<file path="config.mk">
export PLATFORM = sky130hd
export DESIGN_NAME = branch_resolve_flat
export DESIGN_NICKNAME = d
export VERILOG_FILES = /design/src/rtl/branch_resolve_if.sv /design/src/rtl/branch_resolve.sv /design/src/flat_wrapper.sv
export SDC_FILE = /design/constraint.sdc
export NUM_CORES = 1
export LEC_CHECK = 0
export BUFFER_PORTS_ARGS = -buffer_cell sky130_fd_sc_hd__buf_2
export CAP_MARGIN = 5
export CORE_MARGIN = 4
export CORE_UTILIZATION = 54
export CTS_CLUSTER_DIAMETER = 150
export DETAILED_ROUTE_END_ITERATION = 10
export GPL_TIMING_DRIVEN = 1
export MAX_ROUTING_LAYER = met4
export PLACE_DENSITY = 0.85
export SYNTH_ARGS = -nofsm -noshare
export SYNTH_HDL_FRONTEND = slang
export SYNTH_SLANG_ARGS = --single-unit
</file>
<file path="constraint.sdc">
create_clock -name clk -period 5.3 [get_ports clk]
set_input_delay 0.53 -clock clk [delete_from_list [all_inputs] [get_ports clk]]
set_output_delay 0.53 -clock clk [all_outputs]
set_load 0.005 [all_outputs]
</file>
<file path="src/rtl/branch_resolve_if.sv">
// Bundles the EX-stage flag/branch inputs and the redirect, flush and statistics outputs
// of the branch resolution unit.
interface branch_resolve_if #(
  parameter int W     = 16,
  parameter int CNT_W = 16
);
  logic             ex_valid;
  logic             stall;
  logic [2:0]       br_op;
  logic             zero;
  logic             lt;
  logic             lte;
  logic [W-1:0]     br_target;
  logic             redirect;
  logic [W-1:0]     redirect_pc;
  logic             flush_if_id;
  logic             flush_id_ex;
  logic             ex_kill;
  logic             align_err;
  logic [CNT_W-1:0] br_count;
  logic [CNT_W-1:0] taken_count;

  modport master (
    output ex_valid, stall, br_op, zero, lt, lte, br_target,
    input  redirect, redirect_pc, flush_if_id, flush_id_ex, ex_kill,
           align_err, br_count, taken_count
  );

  modport slave (
    input  ex_valid, stall, br_op, zero, lt, lte, br_target,
    output redirect, redirect_pc, flush_if_id, flush_id_ex, ex_kill,
           align_err, br_count, taken_count
  );
endinterface

</file>
<file path="src/rtl/branch_resolve.sv">
// Execute-stage branch resolution: predict-not-taken, registered redirect and flush
// on a taken branch, misalignment pulse, and saturating branch statistics.
module branch_resolve #(
  parameter int W     = 16,
  parameter int CNT_W = 16
) (
  input  logic            clk,
  input  logic            rst,
  branch_resolve_if.slave bus
);

  typedef enum logic {
    IDLE,
    FLUSH
  } state_t;

  state_t           state_q;
  state_t           state_d;
  logic             cond_taken;
  logic             sampled;
  logic             take;
  logic             aligned_take;
  logic [W-1:0]     pc_q;
  logic             align_q;
  logic [CNT_W-1:0] br_q;
  logic [CNT_W-1:0] taken_q;

  always_comb begin
    cond_taken = 1'b0;
    case (bus.br_op)
      3'b001:  cond_taken = bus.zero;
      3'b010:  cond_taken = !bus.zero;
      3'b011:  cond_taken = bus.lt;
      3'b100:  cond_taken = !bus.lt;
      3'b101:  cond_taken = bus.lte;
      3'b110:  cond_taken = !bus.lte;
      3'b111:  cond_taken = 1'b1;
      default: cond_taken = 1'b0;
    endcase
  end

  // Anything reaching EX while FLUSH is wrong-path, so only IDLE may sample.
  assign sampled      = (state_q == IDLE) && bus.ex_valid && !bus.stall && (bus.br_op != 3'b000);
  assign take         = sampled && cond_taken;
  assign aligned_take = take && !bus.br_target[0];

  always_comb begin
    state_d = state_q;
    case (state_q)
      IDLE:    if (aligned_take) state_d = FLUSH;
      FLUSH:   if (!bus.stall)   state_d = IDLE;
      default: state_d = IDLE;
    endcase
  end

  always_ff @(posedge clk or posedge rst) begin
    if (rst) state_q <= IDLE;
    else     state_q <= state_d;
  end

  always_ff @(posedge clk or posedge rst) begin
    if (rst) begin
      pc_q    <= '0;
      align_q <= 1'b0;
    end else begin
      align_q <= take && bus.br_target[0];
      if (aligned_take) pc_q <= bus.br_target;
    end
  end

  // Statistics stick at all-ones instead of wrapping.
  always_ff @(posedge clk or posedge rst) begin
    if (rst) begin
      br_q    <= '0;
      taken_q <= '0;
    end else begin
      if (sampled && (br_q != {CNT_W{1'b1}}))  br_q    <= br_q + 1'b1;
      if (take && (taken_q != {CNT_W{1'b1}})) taken_q <= taken_q + 1'b1;
    end
  end

  assign bus.redirect    = (state_q == FLUSH);
  assign bus.flush_if_id = (state_q == FLUSH);
  assign bus.flush_id_ex = (state_q == FLUSH);
  assign bus.ex_kill     = (state_q == FLUSH);
  assign bus.redirect_pc = pc_q;
  assign bus.align_err   = align_q;
  assign bus.br_count    = br_q;
  assign bus.taken_count = taken_q;

endmodule

</file>
<file path="src/flat_wrapper.sv">
// flat-port wrapper written by rule: the top's interface ports become plain ports
module branch_resolve_flat 
#(
  parameter int W     = 16,
  parameter int CNT_W = 16
)
  (clk, rst, bus_ex_valid, bus_stall, bus_br_op, bus_zero, bus_lt, bus_lte, bus_br_target, bus_redirect, bus_redirect_pc, bus_flush_if_id, bus_flush_id_ex, bus_ex_kill, bus_align_err, bus_br_count, bus_taken_count);
  branch_resolve_if #(.W(W), .CNT_W(CNT_W)) bus_i ();
  input  logic clk;
  input  logic rst;
  input wire logic [$bits(bus_i.ex_valid)-1:0] bus_ex_valid;
  input wire logic [$bits(bus_i.stall)-1:0] bus_stall;
  input wire logic [$bits(bus_i.br_op)-1:0] bus_br_op;
  input wire logic [$bits(bus_i.zero)-1:0] bus_zero;
  input wire logic [$bits(bus_i.lt)-1:0] bus_lt;
  input wire logic [$bits(bus_i.lte)-1:0] bus_lte;
  input wire logic [$bits(bus_i.br_target)-1:0] bus_br_target;
  output wire logic [$bits(bus_i.redirect)-1:0] bus_redirect;
  output wire logic [$bits(bus_i.redirect_pc)-1:0] bus_redirect_pc;
  output wire logic [$bits(bus_i.flush_if_id)-1:0] bus_flush_if_id;
  output wire logic [$bits(bus_i.flush_id_ex)-1:0] bus_flush_id_ex;
  output wire logic [$bits(bus_i.ex_kill)-1:0] bus_ex_kill;
  output wire logic [$bits(bus_i.align_err)-1:0] bus_align_err;
  output wire logic [$bits(bus_i.br_count)-1:0] bus_br_count;
  output wire logic [$bits(bus_i.taken_count)-1:0] bus_taken_count;
  assign bus_i.ex_valid = bus_ex_valid;
  assign bus_i.stall = bus_stall;
  assign bus_i.br_op = bus_br_op;
  assign bus_i.zero = bus_zero;
  assign bus_i.lt = bus_lt;
  assign bus_i.lte = bus_lte;
  assign bus_i.br_target = bus_br_target;
  assign bus_redirect = bus_i.redirect;
  assign bus_redirect_pc = bus_i.redirect_pc;
  assign bus_flush_if_id = bus_i.flush_if_id;
  assign bus_flush_id_ex = bus_i.flush_id_ex;
  assign bus_ex_kill = bus_i.ex_kill;
  assign bus_align_err = bus_i.align_err;
  assign bus_br_count = bus_i.br_count;
  assign bus_taken_count = bus_i.taken_count;
  branch_resolve #(.W(W), .CNT_W(CNT_W)) u_core (.clk(clk), .rst(rst), .bus(bus_i));
endmodule
</file>
; After elaboration in Yosys (flattened, before gate mapping)
; Index checks and enable logic that the tools add are counted.
[totals]
regBits = 50
latch_bits = 0
ramBits = 0
rom_bits = 0
output_inout_bits = 53
wordCells = 35
mem_count = 0
[classes]
add_sub_neg = 2
n_mul = 0
div = 0
order_cmp = 0
eq_ne = 9
shift = 0
muxes = 4
bitwise = 1
reduce_logical = 14
[op_table]
columns = op, n
row1 = adder 16 x 1 -> 16 bit (second input constant), 2
row2 = inequality test 16 bit (second input constant), 2
row3 = equality test 3 bit (second input constant), 4
row4 = logical AND 1 bit, 8
row5 = one-hot mux 1 bit (7 select lines), 1
row6 = equality test 3 x 2 -> 1 bit (second input constant), 2
row7 = zero test 1 bit, 5
row8 = equality test 3 x 1 -> 1 bit (second input constant), 1
row9 = nonzero test 3 bit, 1
row10 = 2-to-1 mux 1 bit, 2
row11 = one-hot mux 1 bit (2 select lines), 1
row12 = NOT 1 bit, 1

; Logic depth before layout (Yosys ltp)
; Gate-level depths: netlist of the first run.
[logic_depth]
depth_word = 8
ltp_mapped = 7
ltp_nobuf = 6

; Least setup slack after synthesis of the first run
; OpenSTA, ideal clock, no wires.
[synth_path]
kind = input port to flip-flop
from = input port bus_br_op[2]
to = register u_core.pc_q[15] (netlist: u_core.bus.redirect_pc[15])
arrival_time_ns = 2.047
t_required_ns = 5.175
setup_slack_ns = 3.128
cell_stages = 6
path_buffers = 2
cell_sequence = o311ai_0 a31oi_4 nand2b_2 buf_6 buf_6 mux2_4
[synth_between]
elab_chain_cells = 4
word_cells_on_any_way = 12
[synth_rtl]
columns = element, line
row1 = "start, declared", flat_wrapper.sv:13  ; input wire logic [$bits(bus_i.br_op)-1:0] bus_br_op;
row2 = equality test 3 bit (tied with other cells), branch_resolve.sv:30  ; case (bus.br_op)
row3 = one-hot mux 1 bit (7 select lines) / logical AND 1 bit (equally long branches), "branch_resolve.sv:30, branch_resolve.sv:43"
row4 = logical AND 1 bit *, branch_resolve.sv:44  ; assign take = sampled && cond_taken;
row5 = logical AND 1 bit *, branch_resolve.sv:45  ; assign aligned_take = take && !bus.br_target[0];
row6 = "end signal, assigned", branch_resolve.sv:67  ; if (aligned_take) pc_q <= bus.br_target;
row7 = "end, declared", branch_resolve.sv:23  ; logic [W-1:0] pc_q;
; Mark *: on every way between the ends. The rest lies on a longest branch, timed or not.
; A chain may end at the register's enable or synchronous reset.

; Worst setup path after layout of the first run
[layout_path]
from = register u_core.state_q (netlist: u_core.bus.ex_kill)
to = register u_core.pc_q[3] (netlist: u_core.bus.redirect_pc[3])
[layout_between]
elab_chain_cells = 6
[layout_rtl]
columns = element, line
row1 = "start, declared", branch_resolve.sv:17  ; state_t state_q;
row2 = "start signal, assigned", branch_resolve.sv:58  ; else state_q <= state_d;
row3 = NOT 1 bit, branch_resolve.sv:43  ; assign sampled = (state_q == IDLE) && bus.ex_valid && !bus.stall && (bus.br_op != 3'b000);
row4 = logical AND 1 bit (3 in a row), branch_resolve.sv:43
row5 = logical AND 1 bit, branch_resolve.sv:44
row6 = logical AND 1 bit, branch_resolve.sv:45
; No other way between the ends.

==> results of run 1 <==
-- stage by stage --
step | std cells | hold slack [ns]
3_3_place_gp | 318 | 0.468
2_1_floorplan | 197 | 0.478
4_1_cts | 325 | 0.449
5_1_grt | 325 | 0.450
3_5_place_dp | 318 | 0.482
6_report | 325 | 0.459
-- cells by family after synthesis --
group / after synthesis / synth area share (%)
multiplexers: 18 / 9.93
AO/OA/AOI/OAI: 14 / 5.07
adder cells (fa/ha/maj): 2 / 1.07
flip-flops: 50 / 53.4
buffers and inverters: 9 / 2.62
XOR/XNOR: 26 / 9.72
AND/OR/NAND/NOR: 78 / 18.2
-- cells in the mapped netlist, drive strengths merged (2+ instances only) --
library cell,instances
and4,2
a21oi,3
nor3,4
a41oi,2
buf,6
xor2,4
nor2,7
nand2,16
nor4bb,2
nand3,17
inv,2
xnor2,22
and2,4
dfrtp,50
nand2b,2
and3,8
mux2,18
a31oi,4
nand4,8
ha,2
nor2b,2
-- layout make-up --
cell class / count / area share, %
Inverter: 2 / 0.263
Clock buffer: 5 / 2.41
Clock inverter: 2 / 1.36
Tap cell: 50 / 2.19
Timing Repair Buffer: 78 / 13.7
Sequential cell: 50 / 43.9
Multi-Input combinational cell: 138 / 36.2
-- state kept, by name (all words and copies together), names as in the netlist --
name / cells
u_core.bus.ex_kill: 1
u_core.bus.align_err: 1
u_core.bus.redirect_pc: 16
u_core.bus.br_count: 16
u_core.bus.taken_count: 16
-- where the power goes --
group / switching [mW] / leakage [nW] / total [mW] / internal, mW
registers: 0.0589 / 0.649 / 0.510 / 0.451
logic: 0.0882 / 0.736 / 0.216 / 0.128
clock network: 0.122 / 0.0542 / 0.261 / 0.139
total: 0.269 / 1.44 / 0.986 / 0.717
-- layer usage --
| metal | track usage, % | part of all wire, % | wire [um] | up-vias |
|---|---|---|---|---|
| met5 | - | 0 | 0 | - |
| met4 | 4.83 | 0.73 | 35 | 0 |
| met3 | 4.51 | 7.2 | 344 | 5 |
| met2 | 28.6 | 48 | 2300 | 62 |
| met1 | 24.8 | 44 | 2110 | 828 |
| li1 | - | - | - | 857 |
-- final timing paths --
path / endpoint / depth (start not counted)
worst min-delay path: u_core.bus.redirect_pc[14] / 2
worst min register to register: u_core.bus.taken_count[9] / 1
worst max register to register: u_core.bus.redirect_pc[3] / 5
worst max-delay path: u_core.bus.redirect_pc[3] / 5
min in group asynchronous: u_core.bus.br_count[2] / 2
max in group asynchronous: u_core.bus.taken_count[13] / 2
==> results.py, run 1 <==
metrics = {
    "routing": {
        "drt-total-wl_um": 4790,
        "route.detailed.drc": 0,
        "vias_per_cell": 5.39,
        "drtIter0Drc": 106,
        "final_antenna_net_count": 0,
        "dr.pass1.iters": 4,
        "wl_per_cell_um": 14.8,
        "route.vias.total": 1752,
    },
    "cts": {
        "cts_max_level": 2,
        "cts_tree": "yes",
        "clk_latency_ns": 0.30,
        "numCtsBuffers": 5,
        "clk_pin_slew_ns": 0.08,
        "postCtsHoldBufs": 0,
        "cts_resized": 0,
        "cts_buffer_depth": 2,
        "cts_root_buf": "clkbuf_8",
        "numClockSinks": 50,
        "postCtsSetupRepairBufs": 0,
    },
    "timing": {
        "max_freq_ghz": 0.415,
        "finalSetupTns_ns": 0,
        "slew_viol_final": 0,
        "relSlewSlack_pct": 32.3,
        "timing.final.crit_share_pct": 45.4,
        "hold_viol": 0,
        "skew_ns": 0.00985,
        "rsz0062_at_grt": "no",
        "worstMarginPinSlew_ns": 1.01,
        "setup_viol": 0,
        "min_period_ns": 2.41,
        "finalWorstSetupSlack_ns": 2.89,
    },
    "die": {
        "start_util_pct": 57.3,
        "pin_count": 79,
        "num_rows": 23,
        "fp.coreArea_sq_um": 4090,
        "die_w_um": 73.9,
        "design.die.area_sq_um": 5460,
        "fp.dieH_um": 73.9,
    },
    "critical_path": {
        "critical-path-top-delay-family": "compound AO/OA/AOI/OAI gates",
        "reg2reg_from": "u_core.bus.ex_kill",
        "path_cells": "nor2_1, o311ai_0, a31oi_4, nand2b_2, mux2_4",
        "critPathCaptureType": "register",
        "cp_slowest_stage_delay_ns": 0.52,
        "startpoint_type": "register",
        "critPathKind": "reg2reg",
        "critPathBufInv": 0,
        "arrival_ns": 2.60,
        "critPathSlowestCell": "a31oi_4",
        "cp_max_fo": 18,
        "rrSetupSlack_ns": 2.89,
        "cp.required_ns": 5.49,
        "cp-startpoint": "u_core.bus.ex_kill",
    },
    "synth": {
        "yosysSeqAreaShare_pct": 53.4,
        "synth_largest_area_cell": "dfrtp_1",
        "synthFlopType": "dfrtp_1",
        "synth_edf_count": 0,
        "synth_top_area_share_pct": 53.4,
        "syn_avg_cell_area_sq_um": 11.9,
        "synth_nets": 225,
        "syn_inst": 197,
        "yosys_register_bits": 50,
        "ys_types": 39,
        "synth_area_leaders": "dfrtp_1 (53%), xnor2_1 (8.2%), mux2_4 (5.1%), mux2_2 (4.8%), nand3_1 (3.6%)",
        "async_reset_ff_share_pct": 100,
        "synth_warnings": 0,
        "syn_area_sq_um": 2340,
    },
    "cells_and_area": {
        "final_cell_mix": "buf_2 (78), dfrtp_1 (50), xnor2_1 (22)",
        "layout_commonest_cell": "buf_2",
        "diodes": 0,
        "layout.area.seq_sq_um": 1250,
        "n_fill_cell": 320,
        "multiInputGateArea_sq_um": 1030,
        "utilization_pct": 69.7,
        "drive_above_1_share_pct": 39.3,
        "area_growth_pct": 21.6,
        "final_area_sq_um": 2850,
        "fin_nets": 303,
    },
    "placed_design": {
        "gp_congestion": 0.854,
        "hpwlAfterDp_um": 3600,
        "post-place-ws_ns": 2.61,
        "place_area_sq_um": 2740,
        "io_buffers": 78,
    },
    "pwr": {
        "cellPowerDensity_nw_per_um2": 346,
        "total_power_mw": 0.986,
        "vdd_drop_max_v": 0.000182,
        "p_leak_nw": 1.44,
    },
    "grt": {
        "grt_pass1_wl_um": 7630,
        "antenna_found_initial": 0,
        "grt_overflow": 0,
        "gr-usage-all-layers_pct": 18.6,
        "first_global_vias": 1660,
        "grt_max_degree": 51,
    },
    "status": {
        "status": "finished, final reports clean",
    },
    "flow_run": {
        "cap_violations": 0,
    },
    "worst_hold_path": {
        "worstHoldStart": "bus_br_target[14]",
        "hold_path_class": "in2reg",
    },
}
Note: power is estimated with default switching activity, not from simulation.
==> inputs of run 2 (changes only) <==
Settings changed: ABC_AREA set to 1, CORE_UTILIZATION 54 to 52, PLACE_DENSITY 0.85 to 0.8.
Clock period 5.3 ns to 2.4 ns, I/O delays scaled along.
==> results.py, run 2 <==
metrics = {
    "cells_and_area": {
        "fin_nets": 489,
        "n_fill_cell": 465,
        "fin_cells": 533,
        "layout.area.seq_sq_um": 1250,
        "final_cell_mix": "nand2_1 (176), buf_2 (78), dfrtp_1 (50)",
        "layout_commonest_cell": "nand2_1",
        "drive_above_1_share_pct": 22.7,
        "multiInputGateArea_sq_um": 1380,
        "area_growth_pct": 18.5,
    },
    "timing": {
        "hold_viol": 0,
        "worstMarginPinSlew_ns": 0.569,
        "timing.final.crit_share_pct": 78.3,
        "relSlewSlack_pct": 62.0,
        "setup_viol": 0,
        "rsz0062_at_grt": "no",
        "skew_ns": 0.0153,
        "slew_viol_final": 0,
        "finalSetupTns_ns": 0,
        "min_period_ns": 1.88,
        "max_freq_ghz": 0.532,
    },
    "pwr": {
        "total_power_mw": 2.11,
        "p_leak_nw": 1.87,
        "vdd_drop_max_v": 0.000471,
        "cellPowerDensity_nw_per_um2": 631,
    },
    "cts": {
        "cts_max_level": 2,
        "clk_pin_slew_ns": 0.10,
        "numCtsBuffers": 5,
        "clk_latency_ns": 0.31,
        "cts_resized": 0,
        "cts_buffer_depth": 2,
        "cts_tree": "yes",
        "numClockSinks": 50,
        "cts_root_buf": "clkbuf_8",
    },
    "placed_design": {
        "hpwlAfterDp_um": 4870,
        "dp_cells": 523,
        "gp_congestion": 0.855,
        "io_buffers": 78,
    },
    "grt": {
        "grt_overflow": 0,
        "antenna_found_initial": 1,
        "grt_max_degree": 29,
        "grt_pass1_wl_um": 10500,
        "first_global_vias": 2366,
        "gr-usage-all-layers_pct": 20.7,
    },
    "synth": {
        "synth_top_area_share_pct": 44.4,
        "syn_area_sq_um": 2820,
        "ys_types": 25,
        "syn_avg_cell_area_sq_um": 7.35,
        "synth_nets": 411,
        "synth_warnings": 0,
        "async_reset_ff_share_pct": 100,
        "synth_edf_count": 0,
        "yosysMostFrequentCell": "nand2_1",
        "synth_common_cells": "nand2_1 (176), dfrtp_1 (50), nand3_1 (41)",
        "synth_area_leaders": "dfrtp_1 (44%), nand2_1 (23%), nand3_1 (7.3%), nor2_1 (4.3%), xnor2_1 (3.7%)",
        "yosys_register_bits": 50,
        "synth_largest_area_cell": "dfrtp_1",
        "syn_inst": 383,
        "synthFlopType": "dfrtp_1",
        "yosysSeqAreaShare_pct": 44.4,
    },
    "routing": {
        "dr.pass1.iters": 5,
        "drt-total-wl_um": 6430,
        "vias_per_cell": 4.93,
        "final_antenna_net_count": 0,
        "route.vias.total": 2627,
        "wl_per_cell_um": 12.1,
        "drtIter0Drc": 122,
        "route.detailed.drc": 0,
    },
    "die": {
        "pin_count": 79,
        "fp.dieH_um": 81.6,
        "die_w_um": 81.6,
        "start_util_pct": 54.4,
        "num_rows": 26,
        "design.die.area_sq_um": 6660,
        "fp.coreArea_sq_um": 5170,
    },
    "critical_path": {
        "critPathBufInv": 1,
        "cp.required_ns": 2.59,
        "worst-path-stages": 8,
        "arrival_ns": 2.07,
        "cp_max_fo": 18,
        "critical-path-top-delay-family": "simple AND/OR/NAND/NOR gates",
        "critPathCaptureType": "register",
        "cp_slowest_stage_delay_ns": 0.43,
        "critPathKind": "reg2reg",
        "path_cells": "ha_1, nand3_1, nor3_2, nand2_1, nand2_2, inv_2, nand2_1, nand2_1",
        "crit_top_cell": "nand2_1",
        "reg2regPathDepth": 8,
        "startpoint_type": "register",
        "critPathSlowestCell": "dfrtp_1",
    },
    "worst_hold_path": {
        "hold-path-cell-count": 3,
        "hold_path_class": "in2reg",
    },
    "flow_run": {
        "cap_violations": 0,
    },
    "status": {
        "status": "finished, final reports clean",
    },
}
==> run 2: metal layers <==
metal	up-vias	track usage [%]	routed length (um)
li1	1348	-	-
met1	1203	26.9	2870
met2	71	33.6	3120
met3	5	4.17	401
met4	0	4.65	44
met5	-	-	0
==> run 2: cell type report <==
cell class                 count  share of cell area (%)
antenna                        1                  0.0750
clock buffer                   5                    2.06
clock inverter                 3                   0.788
inverter                      23                    2.59
multi-input combinational    298                    41.4
sequential                    50                    37.5
tap                           70                    2.63
timing repair buffer          83                    12.9
==> run 2: final timing paths <==
check                                             to  slack (ns)                       from
max reg2reg                   u_core.bus.br_count[5]        0.52     u_core.bus.br_count[0]
max in group asynchronous  u_core.bus.redirect_pc[3]        1.26                        rst
min reg2reg                u_core.bus.redirect_pc[0]        0.47  u_core.bus.redirect_pc[0]
min                               u_core.bus.ex_kill        0.15                  bus_stall
min in group asynchronous  u_core.bus.taken_count[4]        0.52                        rst
max                           u_core.bus.br_count[5]        0.52     u_core.bus.br_count[0]
==> run 2: cell families after synthesis <==
family          synth area share, %
compound gates                0.356
xor+xnor                       6.22
fa+ha+maj                     0.889
buf+inv                        6.44
flops                          44.4
simple gates                   41.6
==> run 2: what timing repair did <==
item,4_1_cts,5_1_grt
hold buffers,1,0
buffers inserted,0,0
endpoints found under the hold margin,13,0
==> run 2: where the power goes <==
part | switching (mW) | internal, mW | leakage (nW)
registers | 0.141 | 0.970 | 0.668
clock network | 0.307 | 0.215 | 0.0491
logic | 0.250 | 0.223 | 1.15
total | 0.698 | 1.41 | 1.87
==> run 2: tightest hold or removal path: stages <==
cell,delay (ns)
buf_2,0.08
nand2_1,0.05
nand2_1,0.05
==> run 2: stage by stage <==
stage	worst slack [ns]	util, %	area, sq um	hold slack [ns]
2_1_floorplan	0.847	-	2820	0.357
3_3_place_gp	0.548	62.4	3230	0.330
3_5_place_dp	0.531	62.4	3230	0.333
4_1_cts	0.525	64.4	3330	0.147
5_1_grt	0.333	64.5	3340	0.146
6_report	0.522	64.5	3340	0.146
